--- src/rtl/lcd_syncgen.sv ---
// Timing generator for a parallel RGB565 panel: filters PLL lock and sweeps the raster.
// It requests pixels one clock ahead of use and drives DE/syncs/RGB aligned two clocks later.
module lcd_syncgen #(
  parameter int unsigned H_SYNC    = 4,
  parameter int unsigned H_BACK    = 43,
  parameter int unsigned H_ACTIVE  = 480,
  parameter int unsigned H_FRONT   = 8,
  parameter int unsigned V_SYNC    = 4,
  parameter int unsigned V_BACK    = 12,
  parameter int unsigned V_ACTIVE  = 272,
  parameter int unsigned V_FRONT   = 8,
  parameter int unsigned LOCK_WAIT = 256
) (
  input  logic        clk,
  input  logic        reset,
  input  logic        pll_lock,
  output logic        pixel_req,
  output logic [8:0]  pixel_x,
  output logic [8:0]  pixel_y,
  output logic        frame_top,
  input  logic [15:0] pixel_data,
  output logic        lcd_de,
  output logic        lcd_hsync_n,
  output logic        lcd_vsync_n,
  output logic [15:0] lcd_rgb
);

  localparam int unsigned HT          = H_SYNC + H_BACK + H_ACTIVE + H_FRONT;
  localparam int unsigned VT          = V_SYNC + V_BACK + V_ACTIVE + V_FRONT;
  localparam int unsigned H_ACT_START = H_SYNC + H_BACK;
  localparam int unsigned H_ACT_END   = H_ACT_START + H_ACTIVE;
  localparam int unsigned V_ACT_START = V_SYNC + V_BACK;
  localparam int unsigned V_ACT_END   = V_ACT_START + V_ACTIVE;
  localparam logic [9:0]  H_LAST      = 10'(HT - 1);
  localparam logic [9:0]  V_LAST      = 10'(VT - 1);
  localparam logic [7:0]  LOCK_LAST   = 8'(LOCK_WAIT - 1);

  logic       lock_meta;
  logic       lock_sync;
  logic [7:0] lock_cnt;
  logic       run;
  logic       idle;
  logic [9:0] hcount;
  logic [9:0] vcount;
  logic       h_sync;
  logic       v_sync;
  logic       h_act;
  logic       v_act;
  logic       act;
  logic       at_origin;
  logic       hs0;
  logic       vs0;
  logic       req1;
  logic       hs1;
  logic       vs1;

  assign idle = reset || !run;

  always_ff @(posedge clk) begin
    if (reset) begin
      lock_meta <= 1'b0;
      lock_sync <= 1'b0;
    end else begin
      lock_meta <= pll_lock;
      lock_sync <= lock_meta;
    end
  end

  // Any synced low restarts the wait and drops run on the same edge.
  always_ff @(posedge clk) begin
    if (reset || !lock_sync) begin
      lock_cnt <= 8'd0;
      run      <= 1'b0;
    end else if (!run) begin
      if (lock_cnt == LOCK_LAST) run <= 1'b1;
      else                       lock_cnt <= lock_cnt + 8'd1;
    end
  end

  always_ff @(posedge clk) begin
    if (idle) begin
      hcount <= 10'd0;
      vcount <= 10'd0;
    end else if (hcount == H_LAST) begin
      hcount <= 10'd0;
      vcount <= (vcount == V_LAST) ? 10'd0 : vcount + 10'd1;
    end else begin
      hcount <= hcount + 10'd1;
    end
  end

  always_comb begin
    h_sync    = hcount < 10'(H_SYNC);
    v_sync    = vcount < 10'(V_SYNC);
    h_act     = ({1'b0, hcount} >= 11'(H_ACT_START)) && ({1'b0, hcount} < 11'(H_ACT_END));
    v_act     = ({1'b0, vcount} >= 11'(V_ACT_START)) && ({1'b0, vcount} < 11'(V_ACT_END));
    act       = h_act && v_act;
    at_origin = (hcount == 10'(H_ACT_START)) && (vcount == 10'(V_ACT_START));
  end

  // Request contract: pixel_req/x/y name one pixel; the source must present its
  // pixel_data on the following clock, with no back-pressure and no skipping.
  always_ff @(posedge clk) begin
    if (idle) begin
      pixel_req <= 1'b0;
      pixel_x   <= 9'd0;
      pixel_y   <= 9'd0;
      frame_top <= 1'b0;
      hs0       <= 1'b0;
      vs0       <= 1'b0;
    end else begin
      pixel_req <= act;
      pixel_x   <= act ? 9'(hcount - 10'(H_ACT_START)) : 9'd0;
      pixel_y   <= act ? 9'(vcount - 10'(V_ACT_START)) : 9'd0;
      frame_top <= act && at_origin;
      hs0       <= h_sync;
      vs0       <= v_sync;
    end
  end

  // Delay line is flushed as soon as run drops so the panel sees idle levels quickly.
  always_ff @(posedge clk) begin
    if (idle) begin
      req1        <= 1'b0;
      hs1         <= 1'b0;
      vs1         <= 1'b0;
      lcd_de      <= 1'b0;
      lcd_hsync_n <= 1'b1;
      lcd_vsync_n <= 1'b1;
      lcd_rgb     <= 16'd0;
    end else begin
      req1        <= pixel_req;
      hs1         <= hs0;
      vs1         <= vs0;
      lcd_de      <= req1;
      lcd_hsync_n <= ~hs1;
      lcd_vsync_n <= ~vs1;
      lcd_rgb     <= req1 ? pixel_data : 16'd0;
    end
  end

endmodule
--- config.mk ---
export PLATFORM = sky130hd
export DESIGN_NAME = lcd_syncgen
export DESIGN_NICKNAME = d
export VERILOG_FILES = /design/src/rtl/lcd_syncgen.sv
export SDC_FILE = /design/constraint.sdc
export NUM_CORES = 1
export LEC_CHECK = 0
export CORE_AREA = 2 2 79 81
export CTS_CLUSTER_DIAMETER = 30
export DETAILED_ROUTE_END_ITERATION = 6
export DIE_AREA = 0 0 81 83
export PLACE_DENSITY = 0.77
export RECOVER_POWER = 50
export SLEW_MARGIN = 0
export SYNTH_ARGS = -nofsm -noshare
export SYNTH_HDL_FRONTEND = slang
export SYNTH_SLANG_ARGS = --single-unit
--- constraint.sdc ---
create_clock -name clk -period 2.5 [get_ports clk]
set_input_delay 0.375 -clock clk [delete_from_list [all_inputs] [get_ports clk]]
set_output_delay 0.375 -clock clk [all_outputs]
set_load 0.02 [all_outputs]
* Yosys cells after proc, flatten, opt, wreduce, memory -nomap -nowiden *
Index checks and enable logic that the tools add are counted.
W data, S select, Z words.

storage, ports and cells
  word-level logic and storage cells = 57
  flip-flop bits (word level) = 75
  input bits = 19
  output and inout bits = 39

operators by class
  magnitude comparators = 6
  eq/ne operators = 5
  add/subtract/negate cells = 5
  reduce and logical (&&, ||, !) cells = 13
  multiplexer cells = 3
  bitwise logic cells = 6

operators by type and width
  cell                     number
  $add A10 B1 Y10 const B  2
  $lt A10 B3 Y1 const B    2
  $eq A10 B10 Y1 const B   1
  $eq A10 B5 Y1 const B    1
  $eq A10 B6 Y1 const B    1
  $eq A10 B9 Y1 const B    1
  $ge A10 B5 Y1 const B    1
  $ge A10 B6 Y1 const B    1
  $lt A10 B10 Y1 const B   1
  $lt A10 B9 Y1 const B    1
  $mux W10                 1
  $sub A9 B5 Y9 const B    1
  $sub A9 B6 Y9 const B    1
  $add A8 B1 Y8 const B    1
  $eq A8 B8 Y1 const B     1
  $not A1 Y1               6
  $reduce_or A2 Y1         3
  $logic_and A1 B1 Y1      5
  $logic_not A1 Y1         2
  $logic_or A1 B1 Y1       2
  $mux W1                  2
  $reduce_and A2 Y1        1

* Longest topological paths before layout *
  word-level depth = 5
  depth in mapped cells = 7
  depth with buffers taken out = 6

* Least setup slack after synthesis *
OpenSTA, ideal clock, no wires.

  path type = reg2reg
  from = register vcount[4]
  to = register frame_top
  slack = 0.596 ns
  setup time = 0.118 ns
  cell stages (with the launch flop) = 8
  period minus slack after synthesis = 1.904 ns
  data arrival time = 1.785 ns
  path through = dfxtp_1 inv_1 ha_1 or3b_1 or4_1 o311ai_1 buf_2 nor3_1

between the ends
  word-level cells in the longest chain between the ends = 4

RTL lines
  what                                                   line  source
  start: declaration                                     44    logic [9:0] vcount;
  start signal: assignment                               86    vcount <= (vcount == V_LAST) ? 10'd0 : vcount + 10'd1;
  $ge A10 B5 Y1 / $lt A10 B9 Y1 (equally long branches)  96    v_act = ({1'b0, vcount} >= 11'(V_ACT_START)) && ({1'b0, vcount} < 11'(V_ACT_END));
  $logic_and A1 B1 Y1                                    96
  $logic_and A1 B1 Y1                                    97    act = h_act && v_act;
  $logic_and A1 B1 Y1 *                                  115   frame_top <= act && at_origin;
  end signal: assignment                                 115
  end: declaration                                       20    output logic frame_top,

Every way passes the cells marked *; elsewhere a longest branch is shown, timed or not.
A chain may end at the register's enable or synchronous reset.

* Final worst setup path *
  from = register vcount[5]
  to = register pixel_x[7]

between the ends
  word-level cells in the longest chain between the ends = 5

RTL lines
  what                                                   line  source
  $ge A10 B5 Y1 / $lt A10 B9 Y1 (equally long branches)  96
  $logic_and A1 B1 Y1 *                                  96
  $logic_and A1 B1 Y1 *                                  97
  $not A1 Y1 (no source line) *                          --
  $reduce_or A2 Y1 (no source line) *                    --
  end signal: assignment                                 113   pixel_x <= act ? 9'(hcount - 10'(H_ACT_START)) : 9'd0;
  end: declaration                                       18    output logic [8:0] pixel_x,

Marked as above.

==> results.yml <==
yosys:
  async_reset_ff_share_pct: 0
  yosysUniqueCellTypes: 45
  postSynthAreaPerCell_sq_um: 9.700
  netlist_area_sq_um: 2861
  synth-simple-area-share_pct: 23.87
  synth_top_family_by_area: "simple AND/OR/NAND/NOR gates"
  netlist.top_cell.by_area: "dfxtp_1"
  ys.flop_type: "dfxtp_1"
  synth_edf_count: 0
  yosysWarnings: 0
  synth_compound_area_share_pct: 7.127
  muxShareOfSynthArea_pct: 0.6996
  ys_top_cells_by_area: "dfxtp_1, nor2_1, ha_1, and3_1, xnor2_1"
  synth_top_area_share_pct: 52.47
  yosys.area_share.adder_pct: 4.373
  ys_ff_latch: 75
  syn-num-nets: 324
  seq_area_frac_synth_pct: 52.47
  synthesis.instances: 295
  synthXorXnorAreaFrac_pct: 6.428
cells_and_area:
  seqCellArea_sq_um: 1501
  fill_cells: 493
  fin_area_sq_um: 3641
  postLayoutCoreUtil_pct: 62.61
  drive_gt1_share_pct: 7.022
  layout_common_cells: "dfxtp_1, nor2_1, clkdlybuf4s50_1, dlygate4sd3_1, and3_1"
  final_common_cell: "dfxtp_1"
  areaGrowthSynthToFinish_pct: 27.24
  num_antenna_cells: 0
  final_nets: 380
  multi_input_area_sq_um: 1224
min_path:
  min_path_type: "register to register"
  hold_path_depth: 1
timing:
  slew_violations: 0
  rsz0062_at_grt: "false"
  worst_slack_ns: 0.4661
  maxSlewHeadroom_pct: 49.22
  setup_tns_ns: 0
  finalCriticalPeriod_ns: 2.034
  tightestPinTransition_ns: 0.7617
  fin_skew_ns: 0.007556
  post-route-period-util_pct: 81.36
  fmax_mhz: 491.7
  finalSetupViolCount: 0
  hold_viol: 0
clock_tree:
  path_clk_slew_ns: 0.07
  ctsResizeCount: 0
  cts_setup_buffers: 0
  cts.sinks: 75
  cts_tree: "done"
  clock_latency_ns: 0.35
  numCtsBuffers: 9
  cts_root_buf: "clkbuf_8"
  cts_buffer_depth: 2
  h-tree-depth: 3
  cts_hold_buf: 0
place:
  hpwlAfterDp_um: 3860
  place_congestion: 0.8691
  dpl_cell_area_sq_um: 3468
  pre_cts_ws_ns: 0.4816
  io_buffers: 57
global_routing:
  grt.total_usage_pct: 17.89
  grt_pass1_wl_um: 9335
  grt.overflow.total: 0
  antenna_found_initial: 0
  grt_max_degree: 23
  grt_pass1_vias: 2036
setup_path:
  reg2reg_slack_ns: 0.47
  crit_type: "register to register"
  crit_path_end_kind: "register"
  cp.required_ns: 2.74
  ff2ff_path_depth: 7
  cp_max_fo: 11
  critPathArrivalTime_ns: 2.28
  critPathLaunchType: "register"
drt:
  avgRoutedWirePerCell_um: 12.84
  viasPerCell: 5.114
  ant_nets: 0
  drt_iter0_markers: 136
  firstDrtPassIters: 5
  routed_wl_um: 5533
  drc: 0
  vias: 2204
die:
  die_w_um: 81
  num_rows: 28
  dieArea_sq_um: 6723
  io_pins: 58
  start_util_pct: 49.20
  die_h_um: 83
  coreArea_sq_um: 5816
outcome:
  status: "complete, no violations"
flow_run:
  max_cap_viol_count: 0
power_and_ir_drop:
  power_density_nw_per_um2: 568.6
  leakagePower_uw: 0.001466
  peakVddDrop_v: 0.0003142
-- critical path, stage by stage, from the launching register on --
cell and delay, ns:
dfxtp_1 0.38, inv_1 0.12, ha_1 0.19, or3b_1 0.41
or4_1 0.43, o311ai_2 0.10, buf_4 0.24, nor2_1 0.06
-- sequential cells by signal, summed over array words and instances (netlist names) --
| register | cells |
|---|---|
| frame_top | 1 |
| hcount | 10 |
| hs0 | 1 |
| hs1 | 1 |
| lcd_de | 1 |
| lcd_hsync_n | 1 |
| lcd_rgb | 16 |
| lcd_vsync_n | 1 |
| lock_cnt | 8 |
| lock_meta | 1 |
| lock_sync | 1 |
| pixel_req | 1 |
| pixel_x | 9 |
| pixel_y | 9 |
| req1 | 1 |
| run | 1 |
| vcount | 10 |
| vs0 | 1 |
| vs1 | 1 |
-- per-stage QoR --
stage	cells	hold WS (ns)	total power, uW
final	431	0.3645	2070
after global routing	431	0.3876	2143
after CTS	431	0.3676	2091
after detailed placement	415	0.3543	1257
after global placement	415	0.3534	1257
after floorplan	295	0.3434	1228
-- cells by family (layout without fill, tap and decap cells) --
logic type      after synthesis  in the layout
flops                        75             75
fa+ha+maj                    10             10
simple gates                127            127
buf+inv                      28             89
mux                           2              2
compound gates               32             32
xor+xnor                     21             21
-- routing by layer --
| layer | wire [um] | share of wire [%] | track usage (%) |
|---|---|---|---|
| met1 | 2546 | 46 | 22.57 |
| met2 | 2541 | 46 | 27.87 |
| met3 | 373 | 6.7 | 5.870 |
| met4 | 72 | 1.3 | 7.396 |
| met5 | 0 | 0 | 0 |
-- synthesized netlist by cell type (3+ instances only) --
cell / instances
ha_1: 10
dfxtp_1: 75
buf_6: 3
nand4_1: 5
a31oi_1: 5
inv_1: 11
nor2_1: 40
nor4_1: 6
and3_1: 19
a211oi_1: 3
a21oi_1: 10
nor3_1: 8
and4_1: 4
xnor2_1: 13
nand3_1: 10
or3_1: 4
clkbuf_1: 10
nand2_1: 11
xor2_1: 8
and2_1: 5
o21ai_0: 4
-- worst paths after layout --
path              startpoint          end
setup / recovery   vcount[5]   pixel_x[7]
hold / removal           vs1  lcd_vsync_n
setup reg to reg   vcount[5]   pixel_x[7]
hold reg to reg          vs1  lcd_vsync_n
-- cell type report --
type / count / area share, %
clock buffer: 12 / 4.261
clock inverter: 4 / 0.6873
inverter: 11 / 1.134
multi-input combinational: 192 / 33.61
sequential: 75 / 41.24
tap: 75 / 2.577
timing repair buffer: 62 / 16.49
-- power by group --
part / switching, uW / total, uW / internal (uW) / leakage (uW)
sequential: 0.733 / 1200 / 1200 / 0.000604
clock: 431 / 842 / 411 / 0.0000884
combinational: 6.16 / 32.3 / 26.1 / 0.000773
total: 438 / 2070 / 1630 / 0.00147
Note: power is estimated with default switching activity, not from simulation.
